`src/rtl/ultrasound_scan_scheduler.sv`:
```
// Shares one median-of-3 ranging engine across up to 6 sensors; one enable/done transaction per enabled sensor.
// Results latch once per scan in REPORT; the engine is never re-enabled before meas_done or the timeout.
module ultrasound_scan_scheduler #(
    parameter int NUM_SENSORS    = 6,
    parameter int TIMEOUT_CYCLES = 5_000_000,
    parameter int GUARD_CYCLES   = 2
) (
    input  logic        clock,
    input  logic        reset,
    input  logic        start,
    input  logic        continuous,
    input  logic [5:0]  sensor_mask,
    output logic        meas_enable,
    output logic [3:0]  meas_sensor,
    input  logic        meas_done,
    input  logic [7:0]  meas_distance,
    output logic [47:0] distances,
    output logic [5:0]  valid_mask,
    output logic [3:0]  best_sensor,
    output logic [7:0]  best_distance,
    output logic        any_valid,
    output logic        scan_done,
    output logic        busy,
    output logic [3:0]  state
);

    typedef enum logic [3:0] {
        S_IDLE   = 4'd0,
        S_SELECT = 4'd1,
        S_ISSUE  = 4'd2,
        S_GUARD  = 4'd3,
        S_WAIT   = 4'd4,
        S_STORE  = 4'd5,
        S_REPORT = 4'd6
    } state_t;

    localparam logic [5:0]  SENSOR_BITS = 6'((7'd1 << NUM_SENSORS) - 7'd1);
    localparam logic [2:0]  IDX_END     = 3'(NUM_SENSORS);
    localparam logic [23:0] LAST_TICK   = 24'(TIMEOUT_CYCLES - 1);
    localparam logic [23:0] GUARD_LAST  = 24'(GUARD_CYCLES - 1);

    state_t      st;
    logic [5:0]  mask_q;
    logic [2:0]  idx;
    logic [23:0] timer;
    logic [7:0]  scr_dist [0:5];
    logic [5:0]  scr_vld;
    logic [3:0]  scr_best_idx;
    logic [7:0]  scr_best_dist;
    logic [7:0]  cap_dist;
    logic        cap_vld;
    logic        begin_scan;

    assign state = st;
    assign busy  = (st != S_IDLE);

    // A new scan starts either from IDLE on start or back-to-back from REPORT in continuous mode.
    assign begin_scan = ((st == S_IDLE) && start) || ((st == S_REPORT) && continuous);

    always_ff @(posedge clock) begin
        if (reset) begin
            st            <= S_IDLE;
            meas_enable   <= 1'b0;
            meas_sensor   <= 4'd0;
            distances     <= '1;
            valid_mask    <= 6'd0;
            best_sensor   <= 4'hF;
            best_distance <= 8'hFF;
            any_valid     <= 1'b0;
            scan_done     <= 1'b0;
            timer         <= 24'd0;
            mask_q        <= 6'd0;
            idx           <= 3'd0;
            scr_vld       <= 6'd0;
            scr_best_idx  <= 4'hF;
            scr_best_dist <= 8'hFF;
            cap_dist      <= 8'hFF;
            cap_vld       <= 1'b0;
            for (int i = 0; i < 6; i++) scr_dist[i] <= 8'hFF;
        end else begin
            meas_enable <= 1'b0;
            scan_done   <= 1'b0;
            case (st)
                S_IDLE: begin
                    if (start) st <= S_SELECT;
                end
                S_SELECT: begin
                    if (idx >= IDX_END) begin
                        st <= S_REPORT;
                    end else if (mask_q[idx]) begin
                        meas_sensor <= {1'b0, idx};
                        meas_enable <= 1'b1;
                        st          <= S_ISSUE;
                    end else begin
                        idx <= idx + 3'd1;
                    end
                end
                S_ISSUE: begin
                    timer <= 24'd0;
                    st    <= S_GUARD;
                end
                S_GUARD: begin
                    // meas_done may still be high from the previous engine run; ignore it here.
                    timer <= timer + 24'd1;
                    if (timer == GUARD_LAST) st <= S_WAIT;
                end
                S_WAIT: begin
                    timer <= timer + 24'd1;
                    if (meas_done) begin
                        cap_dist <= meas_distance;
                        cap_vld  <= 1'b1;
                        st       <= S_STORE;
                    end else if (timer == LAST_TICK) begin
                        cap_dist <= 8'hFF;
                        cap_vld  <= 1'b0;
                        st       <= S_STORE;
                    end
                end
                S_STORE: begin
                    scr_dist[idx] <= cap_dist;
                    scr_vld[idx]  <= cap_vld;
                    // Strict compare keeps the lowest index on ties.
                    if (cap_vld && ((scr_best_idx == 4'hF) || (cap_dist < scr_best_dist))) begin
                        scr_best_idx  <= {1'b0, idx};
                        scr_best_dist <= cap_dist;
                    end
                    idx <= idx + 3'd1;
                    st  <= S_SELECT;
                end
                S_REPORT: begin
                    for (int i = 0; i < 6; i++) distances[8*i +: 8] <= scr_dist[i];
                    valid_mask    <= scr_vld;
                    best_sensor   <= scr_best_idx;
                    best_distance <= scr_best_dist;
                    any_valid     <= |scr_vld;
                    scan_done     <= 1'b1;
                    st            <= continuous ? S_SELECT : S_IDLE;
                end
                default: st <= S_IDLE;
            endcase

            if (begin_scan) begin
                mask_q        <= sensor_mask & SENSOR_BITS;
                idx           <= 3'd0;
                scr_vld       <= 6'd0;
                scr_best_idx  <= 4'hF;
                scr_best_dist <= 8'hFF;
                for (int i = 0; i < 6; i++) scr_dist[i] <= 8'hFF;
            end
        end
    end

endmodule

```
`config.mk`:
```
export PLATFORM = sky130hd
export DESIGN_NAME = ultrasound_scan_scheduler
export DESIGN_NICKNAME = d
export VERILOG_FILES = /design/src/rtl/ultrasound_scan_scheduler.sv
export SDC_FILE = /design/constraint.sdc
export NUM_CORES = 1
export LEC_CHECK = 0
export BUFFER_PORTS_ARGS = -buffer_cell sky130_fd_sc_hd__clkbuf_2
export CORE_MARGIN = 10
export CORE_UTILIZATION = 35
export CTS_CLUSTER_DIAMETER = 150
export DETAILED_ROUTE_END_ITERATION = 16
export SYNTH_ARGS = -nofsm -noshare
export SYNTH_HDL_FRONTEND = slang
export SYNTH_SLANG_ARGS = --single-unit
```
`constraint.sdc`:
```
create_clock -name clock -period 2.4 [get_ports clock]
set_input_delay 0.48 -clock clock [delete_from_list [all_inputs] [get_ports clock]]
set_output_delay 0.48 -clock clock [all_outputs]
set_load 0.01 [all_outputs]
```
==> results.txt, run 1 <==
Avg Inst Size Synth = 9.60 um^2
worst hold path type = primary input to flop
VDD IR max = 0.456 mV
FF-to-FF Start = timer[5]$_SDFFE_PP0P_
crit path max fanout = 10
worst slew pin tran = 582 ps
worst endpoint required time = 2720 ps
Comb power frac = 4.9%
setup TNS = 0 ps
CTS Buffer Depth = 2
main flop type after synthesis = dfxtp_1
core area = 21200 um^2
# rows = 53
Yosys warnings = 0
worst path bufs/invs = 0
clock network power share = 44.6%
vias per cell = 4.93
ys async rst share = 0%
status = complete, no violations
clock root cell = clkbuf_16
Post-synth EDFFs = 48
HPWL after DPL = 13000 um
Hold Violations, Final = 0
pre-CTS setup slack = 259 ps
TritonRoute pass-1 iters = 5
Seq pwr share = 50.5%
#FFs+latches synth = 183
Port Buf Inserts = 94
Reg2Reg Depth = 5
largest net degree at the start of global routing = 60
wirelength, routed = 18600 um
DR iter-0 viols = 393
# diodes = 0
CP Class = flop to flop
worst hold endpoint = cap_dist[3]$_SDFFE_PP1P_
hold depth = 2
Critical Path Max Stage Delay = 530 ps
largest area contributor in the synthesized netlist = dfxtp_1
sequential fraction of the synthesis area = 54.5%
Hold-fix buffers, CTS = 0
Worst Setup Start Kind = flop
Top cell by count, worst path = nand3_2
CTS tree = yes
NetSw = 1.58 mW
Fin Clk Skew = 22.6 ps
per-cell routed wire length = 16.0 um
min cycle time layout = 2180 ps
cells after synthesis = 792
die area = 28000 um^2
initial antenna violation count = 0
Final Cycle Share = 90.9%
main area contributors after synthesis = dfxtp_1 36%, edfxtp_1 19%, nand2_1 7.4%
final slew viol count = 0
synthesized cell area = 7600 um^2
GR Util All Layers = 13.3%
routability cong. = 0.779
vias in the first global route = 5761
cells along the critical path = nand3_2, or3_1, nor4_4, nand3_2, mux2_4
total CTS buffers = 17
Post-route DRC = 0
share of the synthesized area in the top cell type = 35.6%
# resized after CTS = 0
cell with the largest stage delay on the worst path = or3_1
Critical Path End Type = flop
Tot Pwr = 6.37 mW
post-route ant nets = 0
initial core utilization = 35.8%
Total Nets Final = 907
P_int = 4.79 mW
P_leak = 3.45 nW
Sink Count = 183
postcts setup bufs = 0
RSZ-0062 raised after global routing = no
Max Cap Viol = 0
reg2reg end = timer[18]$_SDFFE_PP0P_
Yosys cell types = 62
FMAX = 458 MHz
via count = 5746
family with the most delay on the worst path = simple AND/OR/NAND/NOR gates
critical path data arrival time = 2510 ps
Hold Slack = 278 ps
Final Worst Setup Slack = 218 ps
final-report setup violation count = 0
H-tree depth = 4
pwr/cell area = 708 nW/um^2
Die X = 167 um
first-pass GRT wire length = 30500 um
Worst-path clk slew = 80 ps
switching share of power = 24.8%
share of layout cells above drive strength 1 = 21.6%
GRT overflow = 0
insertion delay to the later sink of the worst-skew pair = 440 ps
hold_sp = meas_distance[3]
top-level I/O count = 97
Die H = 167 um
P&R area growth vs syn = 18.4%
Rel. slew slack = 61.2%
R2R Setup Slk = 220 ps
-- metrics by stage --
stage,utilization (%),std cells,cell area (um^2)
4_1_cts,42.4,1165,9000
6_report,42.4,1165,9000
3_5_place_dp,39.5,1133,8390
3_3_place_gp,39.5,1133,8390
5_1_grt,42.4,1165,9000
2_1_floorplan,-,793,7600
-- power by group through the flow --
| stage | combinational [mW] | clock [mW] | sequential [mW] |
|---|---|---|---|
| finish | 0.312 | 2.84 | 3.22 |
| CTS | 0.316 | 2.93 | 3.22 |
| detailed placement | 0.315 | 0 | 3.29 |
| global placement | 0.316 | 0 | 3.29 |
| global route | 0.348 | 3.05 | 3.22 |
| floorplan | 0.223 | 0 | 3.27 |
-- cell families (layout without fill, tap and decap cells) --
family	after synthesis	in the layout	share of synthesized area, %
compound gates	113	113	9.83
fa+ha+maj	11	11	1.81
other cells	1	2	0.0493
buf+inv	71	168	3.90
flops	183	183	54.5
simple gates	396	396	27.5
mux	17	17	2.44
-- synthesized netlist by cell type, types with 13 or more instances --
cell      number
inv_1         18
edfxtp_1      48
nand2_1      149
a21oi_1       34
nand3_1       13
nand3b_1      60
or3_1         38
or2_2         19
o21ai_0       27
dfxtp_1      135
clkbuf_1      36
nor2_1        58
-- per-layer routing --
metal / GRT usage (%) / vias up / share of wire [%]
met4: 3.41 / 0 / 0.56
met1: 16.9 / 2686 / 47
li1: - / 2942 / -
met2: 21.2 / 112 / 47
met3: 4.40 / 6 / 5.4
met5: 0 / - / 0
-- placed cells by master, fill, tap and decap left out, types with 18 or more instances in the layout --
cell	count
clkbuf_2	93
o21ai_0	27
edfxtp_1	48
a21oi_1	34
buf_4	24
inv_1	18
or2_2	19
nand2_1	149
nor2_1	58
dfxtp_1	135
nand3b_1	60
or3_1	38
-- worst max path at each step --
stage	startpoint	endpoint	cells past startpoint	slack, ps
finish	timer[5]$_SDFFE_PP0P_	timer[18]$_SDFFE_PP0P_	5	220
global route	timer[5]$_SDFFE_PP0P_	timer[18]$_SDFFE_PP0P_	5	80
CTS	timer[5]$_SDFFE_PP0P_	timer[18]$_SDFFE_PP0P_	5	240
detailed placement	timer[5]$_SDFFE_PP0P_	timer[18]$_SDFFE_PP0P_	5	260
global placement	timer[5]$_SDFFE_PP0P_	timer[18]$_SDFFE_PP0P_	5	320
floorplan	state[2]$_SDFFE_PP0P_	scr_dist[0][0]$_SDFFCE_PN1P_	5	370
-- worst reg2reg max path, delay by kind of cell (launching register included) --
kind          cells  cell delay (ps)
flops             1              470
mux               1              300
simple gates      4             1300
-- state kept, by name, summed over array words and instances, names as in the netlist, 3 cells and up --
register and flops:
distances 48, scr_dist 48, timer 24, best_distance 8, cap_dist 8, scr_best_dist 8
mask_q 6, scr_vld 6, valid_mask 6, best_sensor 4, scr_best_idx 4, idx 3
meas_sensor 3, state 3
-- final cells by class --
| type | count | area [um^2] |
|---|---|---|
| multi-input cells | 539 | 3170 |
| clock inverters | 15 | 184 |
| inverters | 18 | 67.6 |
| repair buffers | 118 | 666 |
| flip-flops and latches | 183 | 4140 |
| clock buffers | 17 | 425 |
| fillers | 2114 | 12200 |
| well taps | 275 | 344 |
Power figures use the tool's default switching activity.
==> run 2, diff against run 1 <==
--- a/config.mk
+++ b/config.mk
@@ -8,8 +8,10 @@
 export BUFFER_PORTS_ARGS = -buffer_cell sky130_fd_sc_hd__clkbuf_2
 export CORE_MARGIN = 10
 export CORE_UTILIZATION = 35
+export CTS_BUF_LIST = sky130_fd_sc_hd__clkbuf_4 sky130_fd_sc_hd__clkbuf_8
 export CTS_CLUSTER_DIAMETER = 150
 export DETAILED_ROUTE_END_ITERATION = 16
+export SETUP_SLACK_MARGIN = 0.4
 export SYNTH_ARGS = -nofsm -noshare
 export SYNTH_HDL_FRONTEND = slang
 export SYNTH_SLANG_ARGS = --single-unit
==> results.txt, run 2 (same netlist as run 1, synthesis figures left out) <==
Worst-path clk slew = 100 ps (was 80 ps)
Port Buf Inserts = 94 (unchanged)
commonest non-fill, non-tap cell in the layout = nand2_1 (unchanged)
GR Util All Layers = 13.3% (about the same)
Critical Path End Type = flop (unchanged)
pwr/cell area = 644 nW/um^2 (was 708 nW/um^2)
# diodes = 0 (unchanged)
Core Util, Final = 41.8% (was 42.4%)
worst slew pin tran = 596 ps (was 582 ps)
core area = 21200 um^2 (unchanged)
Sink Count = 183 (unchanged)
die area = 28000 um^2 (unchanged)
cells along the critical path = ha_1, nand4_1, buf_4, nor4_4, nand3_2, mux2_4 (was nand3_2, or3_1, nor4_4, nand3_2, mux2_4)
commonest cells after routing, fill and taps aside = 147 x nand2_1, 128 x dfxtp_1, 93 x clkbuf_2 (was 149 x nand2_1, 135 x dfxtp_1, 93 x clkbuf_2)
clock root cell = clkbuf_8 (was clkbuf_16)
VDD IR max = 0.311 mV (was 0.456 mV)
share of layout cells above drive strength 1 = 23.2% (was 21.6%)
HPWL after DPL = 13000 um (unchanged)
Die H = 167 um (unchanged)
total CTS buffers = 17 (unchanged)
final slew viol count = 0 (unchanged)
FMAX = 508 MHz (was 458 MHz)
initial antenna violation count = 0 (unchanged)
Worst Setup Start Kind = flop (unchanged)
Post-route DRC = 0 (unchanged)
top-level I/O count = 97 (unchanged)
CTS Buffer Depth = 2 (unchanged)
H-tree depth = 4 (unchanged)
Top Registers = distances (48), scr_dist (48), timer (24) (unchanged)
via count = 5746 (unchanged)
Die X = 167 um (unchanged)
worst endpoint required time = 2770 ps (was 2720 ps)
hold_sp = meas_distance[5] (was meas_distance[3])
Final Worst Setup Slack = 430 ps (was 218 ps)
fillcell total = 2134 (was 2114)
Total Nets Final = 908 (was 907)
vias per cell = 4.93 (about the same)
FF+latch area = 4160 um^2 (was 4140 um^2)
Worst Setup SP = timer[0]$_SDFFE_PP0P_ (was timer[5]$_SDFFE_PP0P_)
wirelength, routed = 18700 um (was 18600 um)
Final Cycle Share = 82.1% (was 90.9%)
TritonRoute pass-1 iters = 4 (was 5)
# rows = 53 (unchanged)
FF-to-FF Start = timer[0]$_SDFFE_PP0P_ (was timer[5]$_SDFFE_PP0P_)
Hold Violations, Final = 0 (unchanged)
Max Cap Viol = 0 (unchanged)
P_leak = 3.37 nW (was 3.45 nW)
Hold Slack = 246 ps (was 278 ps)
routability cong. = 0.779 (unchanged)
post-route ant nets = 0 (unchanged)
vias in the first global route = 5719 (was 5761)
RSZ-0062 raised after global routing = yes (was no)
CP Class = flop to flop (unchanged)
first-pass GRT wire length = 30400 um (was 30500 um)
min cycle time layout = 1970 ps (was 2180 ps)
cell with the largest stage delay on the worst path = dfxtp_1 (was or3_1)
Rel. slew slack = 60.3% (was 61.2%)
crit path max fanout = 7 (was 10)
GRT overflow = 0 (unchanged)
initial core utilization = 35.8% (unchanged)
CTS tree = yes (unchanged)
pre-CTS setup slack = 259 ps (unchanged)
final-report setup violation count = 0 (unchanged)
per-cell routed wire length = 16.0 um (about the same)
worst hold path type = primary input to flop (unchanged)
critical path data arrival time = 2340 ps (was 2510 ps)
status = complete, no violations (unchanged)
largest net degree at the start of global routing = 60 (unchanged)
Fin Clk Skew = 32.3 ps (was 22.6 ps)
DR iter-0 viols = 364 (was 393)
Hold-fix buffers, CTS = 0 (unchanged)
setup TNS = 0 ps (unchanged)
insertion delay to the later sink of the worst-skew pair = 480 ps (was 440 ps)
multi-input logic area = 3200 um^2 (was 3170 um^2)
P&R area growth vs syn = 16.6% (was 18.4%)
Critical Path Max Stage Delay = 430 ps (was 530 ps)
## run 2: changes by cell type in the layout (fill, tap and decap cells not counted), moves of 2 or more
cell       change
dfxtp_2        +6
or3_1          -2
or3_4          +2
dfxtp_1        -7
nand2_1        -2
clkbuf_8      +17
nand2_2        +2
clkbuf_16     -17
## run 2: what timing repair did
item | 4_1_cts | 5_1_grt
pin swaps | 1 | 1
setup buffers | 1 | 0
resized for setup | 7 | 11
endpoints found under the setup margin | 44 | 46
## run 2: critical path: cells and delay by family, from the launching register on
family,cells,cell delay [ps]
AND/OR/NAND/NOR,3,690
flip-flops,1,430
multiplexers,1,300
adder cells (fa/ha/maj),1,260
buffers and inverters,1,200
## run 2: layer usage
| metal | global-route usage [%] | vias to the layer above | share of wire (%) |
|---|---|---|---|
| met5 | 0 | - | 0 |
| met4 | 3.48 | 0 | 0.92 |
| met3 | 4.33 | 12 | 6.0 |
| met2 | 21.1 | 112 | 46 |
| met1 | 16.9 | 2679 | 47 |
| li1 | - | 2943 | - |
## run 2: layout make-up
type / instances / area share, %
Sequential cell: 183 / 46.9
Multi-Input combinational cell: 539 / 36.1
Timing Repair Buffer: 119 / 7.64
Tap cell: 275 / 3.88
Clock buffer: 17 / 2.64
Clock inverter: 15 / 2.08
Inverter: 18 / 0.762
## run 2: per-stage QoR
| step | instance area (um^2) | cells | power (mW) |
|---|---|---|---|
| after floorplan | 7600 | 793 | 3.50 |
| after global placement | 8390 | 1133 | 3.60 |
| after detailed placement | 8390 | 1133 | 3.60 |
| after CTS | 8830 | 1166 | 5.76 |
| after global routing | 8860 | 1166 | 5.94 |
| final | 8860 | 1166 | 5.71 |
## run 2: worst paths after layout
kind,cells after the start,endpoint,slack (ps)
max,6,timer[18]$_SDFFE_PP0P_,430
min,2,cap_dist[5]$_SDFFE_PP1P_,250
max reg2reg,6,timer[18]$_SDFFE_PP0P_,430
min reg2reg,2,distances[30]$_SDFFE_PP1N_,460
## run 2: where the power goes
group	leakage (nW)	internal [mW]	switching [mW]
clock network	0.204	0.886	1.28
registers	1.44	3.19	0.0296
logic	1.73	0.114	0.206
==> run 3, diff against run 2 <==
--- a/config.mk
+++ b/config.mk
@@ -5,6 +5,7 @@
 export SDC_FILE = /design/constraint.sdc
 export NUM_CORES = 1
 export LEC_CHECK = 0
+export ABC_AREA = 1
 export BUFFER_PORTS_ARGS = -buffer_cell sky130_fd_sc_hd__clkbuf_2
 export CORE_MARGIN = 10
 export CORE_UTILIZATION = 35
==> constraint.sdc (replaced) <==
create_clock -name clock -period 1.75 [get_ports clock]
set_input_delay 0.35 -clock clock [delete_from_list [all_inputs] [get_ports clock]]
set_output_delay 0.35 -clock clock [all_outputs]
set_load 0.01 [all_outputs]
==> results.txt, run 3 <==
cells after synthesis = 915 (was 792)
FMAX = 590 MHz (was 508 MHz)
via count = 6933 (was 5746)
setup TNS = 0 ps (unchanged)
hold depth = 3 (was 2)
Die X = 167 um (about the same)
vias in the first global route = 6589 (was 5719)
min cycle time layout = 1700 ps (was 1970 ps)
largest area contributor in the synthesized netlist = dfxtp_1 (unchanged)
wirelength, routed = 23400 um (was 18700 um)
initial antenna violation count = 0 (unchanged)
main flop type after synthesis = dfxtp_1 (unchanged)
Top Metal Used = met4 (unchanged)
routability cong. = 0.845 (was 0.779)
clock root cell = clkbuf_8 (unchanged)
Comb power frac = 26.4% (was 5.6%)
P_int = 7.30 mW (was 4.19 mW)
H-tree depth = 4 (unchanged)
WL met2 = 11400 um (was 8690 um)
Worst Setup Start Kind = flop (unchanged)
worst endpoint required time = 2100 ps (was 2770 ps)
Yosys warnings = 0 (unchanged)
VDD IR max = 0.607 mV (was 0.311 mV)
CTS tree = yes (unchanged)
post-route ant nets = 0 (unchanged)
commonest cells after routing, fill and taps aside = 232 x nand2_1, 78 x clkbuf_2, 75 x buf_4 (was 147 x nand2_1, 128 x dfxtp_1, 93 x clkbuf_2)
status = complete, no violations (unchanged)
initial core utilization = 35.8% (about the same)
Final Cycle Share = 96.9% (was 82.1%)
Sink Count = 183 (unchanged)
commonest non-fill, non-tap cell in the layout = nand2_1 (unchanged)
critical path data arrival time = 2050 ps (was 2340 ps)
TritonRoute pass-1 iters = 5 (was 4)
DR WL met3 = 1030 um (was 1120 um)
Port Buf Inserts = 94 (unchanged)
# rows = 53 (unchanged)
reg2reg end = scr_best_dist[1]$_SDFFE_PP1P_ (was timer[18]$_SDFFE_PP0P_)
main area contributors after synthesis = dfxtp_1 36%, edfxtp_1 19%, nand2_1 14% (was dfxtp_1 36%, edfxtp_1 19%, nand2_1 7.4%)
Fin Clk Skew = 14.4 ps (was 32.3 ps)
P_leak = 4.45 nW (was 3.37 nW)
FF-to-FF Start = scr_best_dist[1]$_SDFFE_PP1P_ (was timer[0]$_SDFFE_PP0P_)
Die H = 167 um (about the same)
core area = 21100 um^2 (was 21200 um^2)
Yosys cell types = 42 (was 62)
pwr/cell area = 965 nW/um^2 (was 644 nW/um^2)
final slew viol count = 0 (unchanged)
Hold Slack = 87.6 ps (was 246 ps)
final-report setup violation count = 0 (unchanged)
die area = 27800 um^2 (was 28000 um^2)
total CTS buffers = 17 (unchanged)
first-pass GRT wire length = 35000 um (was 30400 um)
#FFs+latches synth = 183 (unchanged)
FF+latch area = 4280 um^2 (was 4160 um^2)
Reg2Reg Depth = 11 (was 6)
GRT overflow = 0 (unchanged)
Avg Inst Size Synth = 8.24 um^2 (was 9.60 um^2)
switching share of power = 31.8% (was 26.6%)
CP Class = flop to flop (unchanged)
P&R area growth vs syn = 46.9% (was 16.6%)
HPWL after DPL = 14600 um (was 13000 um)
Hold Violations, Final = 0 (unchanged)
Critical Path End Type = flop (unchanged)
worst hold path type = primary input to flop (unchanged)
RSZ-0062 raised after global routing = yes (unchanged)
sequential fraction of the synthesis area = 55.0% (was 54.5%)
Total Nets Final = 1140 (was 908)
per-cell routed wire length = 16.8 um (was 16.0 um)
crit path max fanout = 8 (was 7)
Core Util, Final = 52.5% (was 41.8%)
hold_sp = sensor_mask[0] (was meas_distance[5])
Seq pwr share = 44.1% (was 56.4%)
Post-synth EDFFs = 48 (unchanged)
largest net degree at the start of global routing = 56 (was 60)
NetSw = 3.40 mW (was 1.52 mW)
clock network power share = 29.6% (was 38.0%)
top-count cell post-synth = nand2_1 (unchanged)
wire length on met1 = 10600 um (was 8720 um)
fillcell total = 1895 (was 2134)
Worst-path clk slew = 110 ps (was 100 ps)
multi-input logic area = 3880 um^2 (was 3200 um^2)
CTS Buffer Depth = 2 (unchanged)
share of layout cells above drive strength 1 = 46.7% (was 23.2%)
share of the synthesized area in the top cell type = 35.8% (was 35.6%)
Max Cap Viol = 0 (unchanged)
Top Registers = distances (48), scr_dist (48), timer (24) (unchanged)
worst hold endpoint = mask_q[0]$_SDFFE_PP0P_ (was cap_dist[5]$_SDFFE_PP1P_)
top-level I/O count = 97 (unchanged)
vias per cell = 4.96 (was 4.93)
# diodes = 0 (unchanged)
Post-route DRC = 0 (unchanged)
DR iter-0 viols = 530 (was 364)
insertion delay to the later sink of the worst-skew pair = 470 ps (was 480 ps)
GR Util All Layers = 15.2% (was 13.3%)
Synth top cells by count = 279 x nand2_1, 135 x dfxtp_1, 96 x nand3_1 (was 149 x nand2_1, 135 x dfxtp_1, 60 x nand3b_1)
ys async rst share = 0% (unchanged)
R2R Setup Slk = 50 ps (was 430 ps)
synthesized cell area = 7540 um^2 (was 7600 um^2)
==> run 3: cell types whose count changed in the layout (fill, tap and decap cells not counted), moves of 33 or more <==
cell      delta
nand2_1     +85
dfxtp_1     -73
dfxtp_2     +60
buf_6       +33
buf_4       +51
or3_1       -36
nand3b_1    -59
nand3_1     +61
==> run 3: final cells by class <==
cell class / count / area share (%)
Sequential cell: 183 / 38.6
Multi-Input combinational cell: 626 / 35.0
Timing Repair Buffer: 214 / 16.5
Tap cell: 275 / 3.11
Inverter: 68 / 2.77
Clock buffer: 17 / 2.11
Clock inverter: 15 / 1.83
==> run 3: timing repair <==
item	CTS	global route
cloned	4	2
setup endpoints to repair	237	280
pin swaps	70	56
resized for setup	162	213
hold buffers	0	0
setup buffers	53	24
==> run 3: critical path, cell delays in order, from the launching register on <==
cell and delay, ps:
dfxtp_2 360, inv_2 50, ha_4 250, a21boi_2 160, o21bai_1 90, nand2_1 80
nand2_1 70, nand2_2 130, nand2_8 100, buf_6 160, nand3_2 70, nand3_2 70
==> run 3: stage by stage <==
stage / std cells / setup WS, ps / area [um^2] / power, mW
CTS: 1372 / 160 / 10300 / 10.2
global route: 1398 / -2.21 / 11100 / 11.1
detailed placement: 1283 / 76.6 / 8770 / 6.27
floorplan: 916 / 191 / 7850 / 5.82
global placement: 1283 / 100 / 8770 / 6.27
finish: 1398 / 53.9 / 11100 / 10.7
==> run 3: how the worst max path moves through the flow <==
stage	start	endpoint	slack, ps	depth (start not counted)
2_1_floorplan	state[1]$_SDFFE_PP0P_	scr_dist[2][0]$_SDFFCE_PN1P_	190	7
3_5_place_dp	state[1]$_SDFFE_PP0P_	scr_dist[0][3]$_SDFFCE_PN1P_	80	8
6_report	scr_best_dist[1]$_SDFFE_PP1P_	scr_best_dist[1]$_SDFFE_PP1P_	50	11
3_3_place_gp	idx[2]$_SDFFE_PP0P_	scr_dist[5][4]$_SDFFCE_PN1P_	100	7
4_1_cts	state[0]$_SDFFE_PP0P_	scr_dist[5][4]$_SDFFCE_PN1P_	160	7
5_1_grt	scr_best_dist[5]$_SDFFE_PP1P_	scr_best_dist[1]$_SDFFE_PP1P_	-2	9
==> run 3: power groups by stage <==
stage	Combinational (mW)	Clock, mW	Sequential [mW]
global route	3.02	3.36	4.74
CTS	2.28	3.22	4.69
floorplan	1.04	0	4.78
global placement	1.50	0	4.76
finish	2.82	3.16	4.71
detailed placement	1.51	0	4.77
==> run 3: cells by family (layout without fill, tap and decap cells) <==
family,Yosys count,in the layout,synth area share [%]
buffers and inverters,108,314,6.01
other,1,2,0.0497
AOI/OAI and AO/OA,109,109,8.16
adders and majority gates,11,11,1.83
DFF,183,183,55.0
xor gates and xnor gates,1,1,0.116
and+or+nand+nor,502,503,28.9
==> run 3: routing by layer <==
metal  up-vias  track usage (%)
met2       196             25.0
met5         -                0
li1       3412                -
met3        32             3.25
met4         0             5.12
met1      3293             19.4
